**config.mk**
```make
export PLATFORM = sky130hd
export DESIGN_NAME = wb_syscon_seq
export DESIGN_NICKNAME = d
export VERILOG_FILES = /design/src/rtl/wbxbc_syscon_pkg.sv /design/src/rtl/wb_syscon_div.sv /design/src/rtl/wb_syscon_seq.sv
export SDC_FILE = /design/constraint.sdc
export NUM_CORES = 1
export LEC_CHECK = 0
export CAP_MARGIN = 20
export CORE_MARGIN = 1
export CORE_UTILIZATION = 52
export CTS_BUF_LIST = sky130_fd_sc_hd__clkbuf_16
export CTS_CLUSTER_SIZE = 40
export DETAILED_ROUTE_END_ITERATION = 7
export PLACE_DENSITY = 0.91
export SLEW_MARGIN = 15
export SYNTH_ARGS = -nofsm -noshare
export SYNTH_HDL_FRONTEND = slang
export SYNTH_SLANG_ARGS = --single-unit
```
**constraint.sdc**
```tcl
create_clock -name clk_i -period 2.3 [get_ports clk_i]
set_input_delay 0.46 -clock clk_i [delete_from_list [all_inputs] [get_ports clk_i]]
set_output_delay 0.46 -clock clk_i [all_outputs]
set_load 0.05 [all_outputs]
```
**src/rtl/wbxbc_syscon_pkg.sv**
```systemverilog
// Shared types and width helpers for the WbXbc SYSCON reset/clock-enable sequencer.
package wbxbc_syscon_pkg;

   typedef enum logic [1:0] {
      RESET,
      POR,
      RELEASE,
      RUN
   } syscon_state_e;

   // Width of a counter holding 0..n-1; never narrower than one bit.
   function automatic int cnt_width(input int n);
      return (n <= 2) ? 1 : $clog2(n);
   endfunction

endpackage

```
**src/rtl/wb_syscon_div.sv**
```systemverilog
// One clock-enable divider channel: a reloading down-counter that emits a registered
// one-cycle pulse every div_i+1 cycles while the domain is enabled and out of reset.
module wb_syscon_div
   import wbxbc_syscon_pkg::*;
#(
   parameter int DIV_WIDTH = 8
) (
   input  logic                 clk_i,
   input  logic                 sync_rst_i,
   input  logic                 hold_i,
   input  logic                 en_i,
   input  logic [DIV_WIDTH-1:0] div_i,
   output logic                 sync_o
);

   logic [DIV_WIDTH-1:0] cnt_q, cnt_d;
   logic                 sync_q, sync_d;

   // hold_i is the domain reset as it will be after this edge, so a pulse never
   // coincides with an asserted reset and the first pulse after release is immediate.
   always_comb begin
      cnt_d  = cnt_q;
      sync_d = 1'b0;
      if (hold_i || !en_i) begin
         cnt_d = '0;
      end else if (cnt_q == '0) begin
         sync_d = 1'b1;
         cnt_d  = div_i;
      end else begin
         cnt_d = cnt_q - 1'b1;
      end
   end

   always_ff @(posedge clk_i) begin
      if (sync_rst_i) begin
         cnt_q  <= '0;
         sync_q <= 1'b0;
      end else begin
         cnt_q  <= cnt_d;
         sync_q <= sync_d;
      end
   end

   assign sync_o = sync_q;

endmodule

```
**src/rtl/wb_syscon_seq.sv**
```systemverilog
// WbXbc SYSCON: staged per-domain reset release after a power-on delay plus per-domain
// clock-enable dividers. Define WBXBC_SYSCON_FORMAL_EN to embed assertions and covers.
module wb_syscon_seq
   import wbxbc_syscon_pkg::*;
#(
   parameter int CH          = 4,
   parameter int POR_DELAY   = 8,
   parameter int STAGE_DELAY = 2,
   parameter int DIV_WIDTH   = 8
) (
   input  logic                    clk_i,
   input  logic                    sync_rst_i,
   input  logic                    soft_rst_i,
   input  logic [CH-1:0]           en_i,
   input  logic [CH*DIV_WIDTH-1:0] div_i,
   output logic [CH-1:0]           rst_o,
   output logic [CH-1:0]           sync_o,
   output logic                    ready_o
);

   localparam int POR_W = cnt_width(POR_DELAY);
   localparam int STG_W = cnt_width(STAGE_DELAY);
   localparam int IDX_W = cnt_width(CH);

   syscon_state_e    state_q, state_d;
   logic [POR_W-1:0] por_q, por_d;
   logic [STG_W-1:0] stg_q, stg_d;
   logic [IDX_W-1:0] idx_q, idx_d;
   logic [CH-1:0]    rst_q, rst_d;

   always_ff @(posedge clk_i) begin
      if (sync_rst_i) begin
         state_q <= RESET;
         por_q   <= '0;
         stg_q   <= '0;
         idx_q   <= '0;
         rst_q   <= '1;
      end else begin
         state_q <= state_d;
         por_q   <= por_d;
         stg_q   <= stg_d;
         idx_q   <= idx_d;
         rst_q   <= rst_d;
      end
   end

   // Leaving RESET and a soft reset both restart the power-on count from zero.
   always_comb begin
      state_d = state_q;
      por_d   = por_q;
      stg_d   = stg_q;
      idx_d   = idx_q;
      rst_d   = rst_q;
      if (state_q == RESET || soft_rst_i) begin
         state_d = POR;
         por_d   = '0;
         stg_d   = '0;
         idx_d   = '0;
         rst_d   = '1;
      end else begin
         case (state_q)
            POR: begin
               if (por_q == POR_W'(POR_DELAY - 1)) begin
                  rst_d[0] = 1'b0;
                  idx_d    = IDX_W'(1);
                  stg_d    = '0;
                  if (STAGE_DELAY == 0 || CH == 1) begin
                     rst_d   = '0;
                     state_d = RUN;
                  end else begin
                     state_d = RELEASE;
                  end
               end else begin
                  por_d = por_q + 1'b1;
               end
            end
            RELEASE: begin
               if (stg_q == STG_W'(STAGE_DELAY - 1)) begin
                  stg_d = '0;
                  for (int k = 0; k < CH; k++) begin
                     if (IDX_W'(k) == idx_q) rst_d[k] = 1'b0;
                  end
                  if (idx_q == IDX_W'(CH - 1)) state_d = RUN;
                  else                         idx_d   = idx_q + 1'b1;
               end else begin
                  stg_d = stg_q + 1'b1;
               end
            end
            default: ;
         endcase
      end
   end

   for (genvar k = 0; k < CH; k++) begin : g_div
      wb_syscon_div #(
         .DIV_WIDTH(DIV_WIDTH)
      ) u_div (
         .clk_i     (clk_i),
         .sync_rst_i(sync_rst_i),
         .hold_i    (rst_d[k]),
         .en_i      (en_i[k]),
         .div_i     (div_i[k*DIV_WIDTH +: DIV_WIDTH]),
         .sync_o    (sync_o[k])
      );
   end

   assign rst_o   = rst_q;
   assign ready_o = ~|rst_q;

`ifdef WBXBC_SYSCON_FORMAL_EN
   int unsigned since_q;

   always_ff @(posedge clk_i) begin
      if (sync_rst_i || soft_rst_i)           since_q <= 0;
      else if (since_q < POR_DELAY)           since_q <= since_q + 1;
   end

   always @(posedge clk_i) begin
      if (!$isunknown(rst_q)) begin
         assert (ready_o == ~|rst_q);
         assert ((sync_o & rst_q) == '0);
         for (int k = 1; k < CH; k++) assert (rst_q[k] || !rst_q[k-1]);
      end
   end

   assert property (@(posedge clk_i) |($past(rst_q) & ~rst_q) |-> since_q >= POR_DELAY);
   cover property (@(posedge clk_i) state_q == RUN);
   cover property (@(posedge clk_i) (state_q == RUN && soft_rst_i) ##1 state_q == POR);
`endif

endmodule

```
==> results.tsv <==
stage	metric	value	unit
grt	grt_pass1_wl	8694	µm
final_layout	layout_commonest_cell	nor2_1	
clock_network	ctsHoldBuffers	0	
final_layout	layout_common_cells	nor2_1 (49), dfxtp_1 (48), clkdlybuf4s50_1 (47)	
power_and_ir_drop	ir_drop	387.1	µV
synthesis	synth_seq_cells	48	
outcome	violations	DRC	
worst_setup_path	cp.required	1.84	ns
die	placementRows	24	
place	gp_congestion	0.8042	
worst_setup_path	crit_path_end	ready_o	
detailed_routing	drt_iter0_drc	86	
final_layout	antenna_cells	0	
timing	setup_violations	0	
synthesis	synth_edf_count	0	
synthesis	synthFlopType	dfxtp_1	
detailed_routing	wl_per_cell	13.58	µm
grt	grt_use_met2	38.84	%
power_and_ir_drop	p_leak	1.251	nW
die	initial_core_util	55.61	%
grt	grt_usage	21.84	%
power_and_ir_drop	powerDensity	567.3	nW/µm²
synthesis	syn_area_per_cell	9.312	µm²
detailed_routing	routed_wl	4971	µm
grt	grt_pass1_vias	2002	
final_layout	area_growth	25.42	%
final_layout	nets	369	
worst_setup_path	critPathMaxFanout	3	
clock_network	htreeDepth	2	
worst_setup_path	worstSetupEndpointType	primary output	
timing	fin_worst_skew	0.005456	ns
worst_setup_path	r2r_end	g_div[0].u_div.cnt_q[2]	
die	num_io_pins	48	
place	place_hpwl	3504	µm
grt	grt_overflow	0	
synthesis	synth_fp_nets	325	
synthesis	synth_area	2505	µm²
worst_setup_path	r2r-start	por_q[0]	
synthesis	yosysUniqueCellTypes	41	
worst_setup_path	critPathLaunchType	flop	
detailed_routing	antenna_left	0	
synthesis	synth_area_leader_cell	dfxtp_1	
timing	fin_crit	2.179	ns
grt	grt_max_degree	18	
timing	final_max_slew_viol_count	0	
detailed_routing	vias	2018	
timing	rsz0062_at_grt	false	
synthesis	netlist_top_cells_area	dfxtp_1 (38%), ha_1 (8.5%), nor2_1 (7.3%)	
worst_setup_path	crit_type	flop to primary output	
synthesis	yosysWarnings	0	
clock_network	cts_tree	built	
clock_network	cts_num_sinks	48	
clock_network	cts_buffer_depth	2	
clock_network	clk_latency	0.29	ns
synthesis	synth_seq_area_share	38.36	%
detailed_routing	drt-vias-per-instance	5.514	
grt	top_usage_layer	met2	
clock_network	path_clk_slew	0.06	ns
timing	setup_tns	0	ns
synthesis	synthArstFlopShare	0	%
die	coreArea	4504	µm²
final_layout	finalInstanceArea	3142	µm²
die	die_w	71.41	µm
grt	grtUsageMet1	25.33	%
place	port-buffer-count	47	
worst_setup_path	reg2regPathDepth	6	
hold_path	hp-class	flop to flop	
clock_network	cts_resized	0	
clock_network	cts_setup_buffers	0	
synthesis	synth_top_area_share	38.36	%
grt	antenna_found_initial	0	
worst_setup_path	cp-startpoint	rst_o[2]	
outcome	outcome	finished with violations	
clock_network	cts_root_buffer	clkbuf_16	
timing	clock.fmax	0.4590	GHz
worst_setup_path	ff2ff_setup_slack	0.55	ns
detailed_routing	firstDrtPassIters	8	
synthesis	syn_inst	269	
worst_setup_path	cp.arrival	1.72	ns
detailed_routing	drc	6	
clock_network	cts_buffers	5	
timing	hold_viol	0	
die	die-area	5099	µm²
timing	relSlewSlack	61.00	%
place	place_area	2978	µm²
grt	met3_usage	5.485	%
job	maxCapViolations	0	
timing	worst_pin_slew	0.5838	ns
die	die_height	71.41	µm
timing	fin_crit_sh	94.73	%
final_layout	drive_gt1_share	9.554	%
==> worst min-delay path by stage <==
stage	startpoint	end	slack, ns	depth (start not counted)
floorplan	g_div[3].u_div.cnt_q[0]	g_div[3].u_div.cnt_q[0]	0.44	1
global placement	g_div[3].u_div.cnt_q[0]	g_div[3].u_div.cnt_q[0]	0.47	1
detailed placement	g_div[3].u_div.cnt_q[0]	g_div[3].u_div.cnt_q[0]	0.48	1
CTS	g_div[3].u_div.cnt_q[0]	g_div[3].u_div.cnt_q[0]	0.48	1
global route	g_div[3].u_div.cnt_q[0]	g_div[3].u_div.cnt_q[0]	0.51	1
finish	g_div[0].u_div.cnt_q[0]	g_div[0].u_div.cnt_q[0]	0.48	1
==> metrics by stage <==
stage	instances	util [%]	total power, mW	setup WS (ns)	hold slack, ns
floorplan	269	-	0.9189	0.3199	0.4375
global placement	358	66.11	0.9925	0.3484	0.4664
detailed placement	358	66.11	0.9953	0.2788	0.4759
CTS	366	69.75	1.800	0.1100	0.4812
global route	366	69.75	1.845	0.06773	0.5128
finish	366	69.75	1.782	0.1213	0.4804
==> state kept, by name, indices dropped and copies added (netlist names) <==
signal and count:
g_div.u_div.cnt_q 32, g_div.u_div.sync_o 4, rst_o 4, por_q 3
idx_q 2, state_q 2, stg_q 1
==> synth_stat cells, types with 3 or more instances <==
cell	instances
buf_2	4
a211oi_2	7
a311oi_1	7
inv_1	13
nor4_1	5
dfxtp_1	48
ha_1	17
a21oi_1	10
xnor2_1	11
nand2_1	16
nor2_1	49
xor2_1	4
o41ai_1	4
mux2i_1	3
buf_4	4
mux2_1	3
nand3_1	4
nand3_2	4
nand2b_1	8
nor3_1	8
a211oi_1	15
==> report_power, final <==
| group | total (mW) | switching (mW) | internal (mW) | leakage [nW] |
|---|---|---|---|---|
| registers | 0.838 | 0.00310 | 0.835 | 0.387 |
| logic | 0.140 | 0.0546 | 0.0853 | 0.779 |
| clock network | 0.805 | 0.298 | 0.507 | 0.0850 |
| total | 1.78 | 0.356 | 1.43 | 1.25 |
==> final cells by class <==
class	instances	area [µm²]
Clock buffer	5	125.1
Clock inverter	3	38.79
Fill cell	344	1363
Inverter	13	48.80
Multi-Input combinational cell	197	1425
Sequential cell	48	960.9
Tap cell	52	65.06
Timing Repair Buffer	48	478.0
==> per-layer routing <==
| metal | wire length, µm | vias up | share of wire, % |
|---|---|---|---|
| met5 | 0 | - | 0 |
| met4 | 93 | 0 | 1.9 |
| met3 | 219 | 10 | 4.4 |
| met2 | 2431 | 50 | 49 |
| met1 | 2226 | 919 | 45 |
| li1 | - | 1039 | - |
==> critical path, stage by stage (launching register included) <==
cell and delay, ns:
dfxtp_1 0.33, nor4_2 0.27, clkdlybuf4s50_1 0.84
==> cells by family after synthesis <==
group,after synthesis,share of synthesized area [%]
AOI/OAI and AO/OA,49,16.23
and+or+nand+nor,110,24.13
adders and majority gates,17,8.491
xor gates and xnor gates,15,5.245
buffers and inverters,24,4.995
DFF,48,38.36
muxes,6,2.547
Note: power is estimated with default switching activity, not from simulation.
